<file path="config.mk">
export PLATFORM = sky130hd
export DESIGN_NAME = instr_mem_loader
export DESIGN_NICKNAME = d
export VERILOG_FILES = /design/src/rtl/instr_mem_loader.sv
export SDC_FILE = /design/constraint.sdc
export NUM_CORES = 2
export LEC_CHECK = 0
export CORE_MARGIN = 4
export CORE_UTILIZATION = 52
export DETAILED_ROUTE_END_ITERATION = 16
export MAX_ROUTING_LAYER = met4
export PLACE_DENSITY = 0.7
export SYNTH_ARGS = -nofsm -noshare
export SYNTH_HDL_FRONTEND = slang
export SYNTH_SLANG_ARGS = --single-unit
</file>
<file path="constraint.sdc">
create_clock -name clk -period 4.05 [get_ports clk]
set_input_delay 0.6075 -clock clk [delete_from_list [all_inputs] [get_ports clk]]
set_output_delay 0.6075 -clock clk [all_outputs]
set_load 0.03 [all_outputs]
</file>
<file path="src/rtl/instr_mem_loader.sv">
// instr_mem_loader: byte-stream loader that fills instruction memory and holds the CPU in reset until done.
module instr_mem_loader #(
    parameter int DEPTH = 256
) (
    input  logic        clk,
    input  logic        rst,
    input  logic        ld_start,
    input  logic        ld_valid,
    output logic        ld_ready,
    input  logic [7:0]  ld_byte,
    output logic        ld_done,
    output logic        ld_err,
    input  logic [7:0]  instr_addr,
    output logic [10:0] instr,
    output logic        cpu_rst
);
    typedef enum logic [2:0] {HOLD, CNT, HI, LO, RUN} state_t;
    state_t      state;
    logic [8:0]  cnt;
    logic [7:0]  ptr;
    logic [2:0]  op;
    logic [10:0] mem [DEPTH];
    logic        we;
    always_comb begin
        ld_ready = state == CNT || state == HI || state == LO;
        we       = rst && ld_valid && state == LO;
        instr    = state == RUN ? mem[instr_addr] : 11'd0;
    end
    // storage is deliberately never reset; a reset on the same edge suppresses the write
    always_ff @(posedge clk)
        if (we) mem[ptr] <= {op, ld_byte};
    always_ff @(posedge clk) begin
        if (!rst) begin
            state   <= HOLD;
            cpu_rst <= 1'b1;
            ld_done <= 1'b0;
            ld_err  <= 1'b0;
            ptr     <= 8'd0;
            cnt     <= 9'd0;
            op      <= 3'd0;
        end else begin
            ld_done <= 1'b0;
            case (state)
                HOLD, RUN: if (ld_start) begin
                    state   <= CNT;
                    cpu_rst <= 1'b1;
                    ld_err  <= 1'b0;
                    ptr     <= 8'd0;
                end
                // a count byte of zero encodes 256 words
                CNT: if (ld_valid) begin
                    cnt   <= {ld_byte == 8'd0, ld_byte};
                    state <= HI;
                end
                HI: if (ld_valid) begin
                    if (ld_byte[7:3] == 5'd0) begin
                        op    <= ld_byte[2:0];
                        state <= LO;
                    end else begin
                        ld_err <= 1'b1;
                        state  <= HOLD;
                    end
                end
                LO: if (ld_valid) begin
                    ptr <= ptr + 8'd1;
                    cnt <= cnt - 9'd1;
                    if (cnt == 9'd1) begin
                        state   <= RUN;
                        cpu_rst <= 1'b0;
                        ld_done <= 1'b1;
                    end else begin
                        state <= HI;
                    end
                end
                default: state <= HOLD;
            endcase
        end
    end
endmodule

</file>
==> results.yml <==
run_status:
  status: "complete, but fails checks"
  violations: "negative setup slack"
synth:
  synthXorXnorAreaFrac_pct: 0.0551
  ys_ff_latch: 2842
  ys.flop_type: "edfxtp_1"
  synth_nets: 5550
  synth-seq-area-share_pct: 76.5
  synth_top_family_by_area: "multiplexers"
  synth_compound_area_share_pct: 3.33
  synthArstFlopShare_pct: 0
  synth-simple-area-share_pct: 3.50
  netlist_area_mm2: 0.111
  synth-warning-count: 0
  yosys.area_share.adder_pct: 0.0675
  synth_mux_area_share_pct: 14.5
  synth_edf_count: 2816
  syn_area_per_cell_um2: 20.1
  synth_cell_types: 78
  synth_cells: 5524
route:
  wl_per_cell_um: 33.1
  initialDrtViolationCount: 9398
  drtAntennaViolNets: 0
  via_count: 61700
  firstDrtPassIters: 6
  drc: 0
  routed_wl_um: 315000
  vias_per_cell: 6.48
global_routing:
  grt_pass1_vias: 60500
  grt_pass1_wl_um: 449000
  grt.total_usage_pct: 29.2
  antenna_found_initial: 14
  grt.overflow.total: 0
  grt_max_degree: 140
min_path:
  whs_endpoint: "mem[250][6]"
  hp-class: "input port to flop"
  whs_path_depth: 1
  hold_start: "ld_byte[6]"
sta:
  holdWs_ns: 0.152
  finalSetupViolCount: 6
  relSlewSlack_pct: 31.0
  fin_crit_sh_pct: 106
  max_freq_mhz: 234
  slew_violations: 0
  finalSetupTns_ns: -0.571
  rsz0062_at_grt: "yes"
  min_period_ns: 4.28
  tightest_slew_ns: 1.04
  clock_skew_ns: 0.0579
  hold_viol_final: 0
  final.setup.worst_slack_ns: -0.230
clock_network:
  cts_buffer_depth: 4
  cts_root_buf: "clkbuf_16"
  cts-buffers-inserted: 300
  clk_latency_ns: 0.93
  cts_tree: "done"
  clk_pin_slew_worst_paths_ns: 0.06
  h-tree-depth: 5
  cts.sinks: 2842
  cts.hold.buffers_added: 0
critical_path:
  crit_arrival_ns: 3.67
  startpoint_type: "input port"
  cp-end-kind: "output pin"
  rr_endpoint: "mem[230][5]"
  r2r-start: "ptr[7]"
  r2r_slack_ns: 0.68
  crit_type: "input port to output pin"
  worstPathRequired_ns: 3.44
  r2r_cells: 4
  critical_path.max_fanout: 9
power:
  p_leak_nw: 45.5
  power_density_mw_per_mm2: 468
  fin_total_pwr_w: 0.0617
  ir_drop_mv: 0.482
layout:
  syn_to_final_growth_pct: 18.6
  nets: 6500
  drive_gt1_share_pct: 29.8
  final_core_util_pct: 62.1
  fillers: 14400
floorplan:
  ioPinCount: 35
  die_w_um: 470
  die_height_um: 470
  start_util_pct: 52.3
  dieArea_mm2: 0.221
  design.core.area_mm2: 0.213
  rows: 169
placed_design:
  post-dp-hpwl_um: 203000
  dpl_worst_slack_ns: -1.38
  gp_congestion: 0.985
  portBuffers: 34
run:
  cap_violations: 0
logic make-up (layout without fill, tap and decap cells):
kind of cell	after synthesis	in the layout
compound gates	537	537
buf+inv	346	1504
flops	2842	2842
mux	920	920
other cells	0	10
simple gates	866	866
fa+ha+maj	6	6
xor+xnor	7	7
Yosys cell counts (all sizes together), types with 4 or more instances:
cell     count  share of area, %
mux2i      383               3.4
o2111ai      4             0.031
clkbuf     134              0.48
buf        202               1.6
edfxtp    2816                76
and3        12             0.067
mux2         7             0.071
and2        13             0.073
mux4       530                11
o22ai      127              0.73
nor2b       16             0.090
or4          4             0.027
nor2       414               1.4
dfxtp       26              0.47
a2111oi     10             0.096
nand4       21              0.12
a31oi       14             0.079
o31ai        9             0.061
a22oi       25              0.17
nand2      143              0.48
o21ai       87              0.39
a21oi       70              0.32
nand2b       4             0.022
a211oi      31              0.21
ha           6             0.067
a311oi       5             0.039
nand3b       4             0.027
xor2         4             0.031
o211ai       5             0.034
or3         18              0.11
nand3       59              0.27
nor3b        5             0.038
o32ai       14              0.11
inv          9             0.030
o221ai     106              0.83
nor4        36              0.20
a211o        4             0.031
nor3       103              0.46
placed cells by master (no fill, tap or decap), types with 9 or more instances in the layout:
cell and count:
a211oi_1 28, a21oi_1 68, a22oi_1 25, a31oi_1 12, and2_1 13, and3_1 10
buf_12 104, buf_4 798, buf_6 37, buf_8 11, bufinv_16 25, clkbuf_1 57
clkbuf_16 313, clkbuf_8 10, clkinv_1 46, clkinv_2 48, clkinvlp_4 10, dfxtp_1 20
diode_2 10, edfxtp_1 2816, mux2i_1 379, mux4_1 56, mux4_2 474, nand2_1 135
nand3_1 56, nand4_1 21, nor2_1 410, nor2b_1 14, nor3_1 95, nor4_1 21
o21ai_0 78, o221ai_1 102, o22ai_1 113, o22ai_2 9, o32ai_1 14, or3_1 12
layout make-up:
class | instances | area [um^2] | area share (%)
inverter | 9 | 38.8 | 0.0294
sequential | 2842 | 85100 | 64.5
clock buffer | 368 | 7970 | 6.04
multi-input combinational | 2336 | 24600 | 18.6
tap | 2821 | 3530 | 2.68
clock inverter | 142 | 1360 | 1.03
timing repair buffer | 985 | 9320 | 7.07
antenna | 10 | 25.0 | 0.0190
flip-flops by register name, summed over array words and instances, names as in the netlist:
| register | flops |
|---|---|
| cnt | 9 |
| cpu_rst | 1 |
| ld_done | 1 |
| ld_err | 1 |
| mem | 2816 |
| op | 3 |
| ptr | 8 |
| state | 3 |
worst max path at each step:
stage                   from        to  cells after the start
2_1_floorplan  instr_addr[0]  instr[8]                     11
3_3_place_gp   instr_addr[5]  instr[5]                     12
6_report       instr_addr[0]  instr[3]                     13
3_5_place_dp   instr_addr[5]  instr[5]                     12
4_1_cts            mem[1][3]  instr[3]                      9
5_1_grt            mem[1][3]  instr[3]                      9
per-stage QoR:
stage / cells / cell area [um^2]
after global placement: 8941 / 121000
final: 9513 / 132000
after detailed placement: 8941 / 121000
after CTS: 9483 / 131000
after global routing: 9511 / 132000
after floorplan: 5524 / 111000
metal layers:
| metal | wire (um) | vias up | global-route usage, % |
|---|---|---|---|
| met5 | 0 | - | - |
| met4 | 12300 | 0 | 10.1 |
| met3 | 40300 | 638 | 7.20 |
| met2 | 143000 | 4173 | 42.1 |
| met1 | 120000 | 32000 | 41.1 |
| li1 | - | 24800 | - |
worst max-delay path: stages:
cell and delay (ns):
buf_16 0.14, buf_12 0.16, buf_12 0.15, buf_8 0.15
mux4_2 0.37, o22ai_1 0.09, or3_4 0.41, nor4_4 0.42
buf_4 0.18, o211ai_1 0.31, o22ai_4 0.39, buf_6 0.16
buf_12 0.11
power by group:
| group | total (W) | leakage [nW] | switching (W) | internal, W |
|---|---|---|---|---|
| Clock | 0.0265 | 4.56 | 0.0110 | 0.0155 |
| Combinational | 0.00303 | 13.6 | 0.00184 | 0.00119 |
| Sequential | 0.0322 | 27.4 | 0.00000652 | 0.0322 |
repair_timing:
item | CTS | global route
gates resized for setup | 169 | 75
endpoints found under the setup margin | 11 | 11
gates cloned | 5 | 4
setup buffers | 30 | 17
pin swaps | 39 | 37
(Power assumes the default switching activity.)
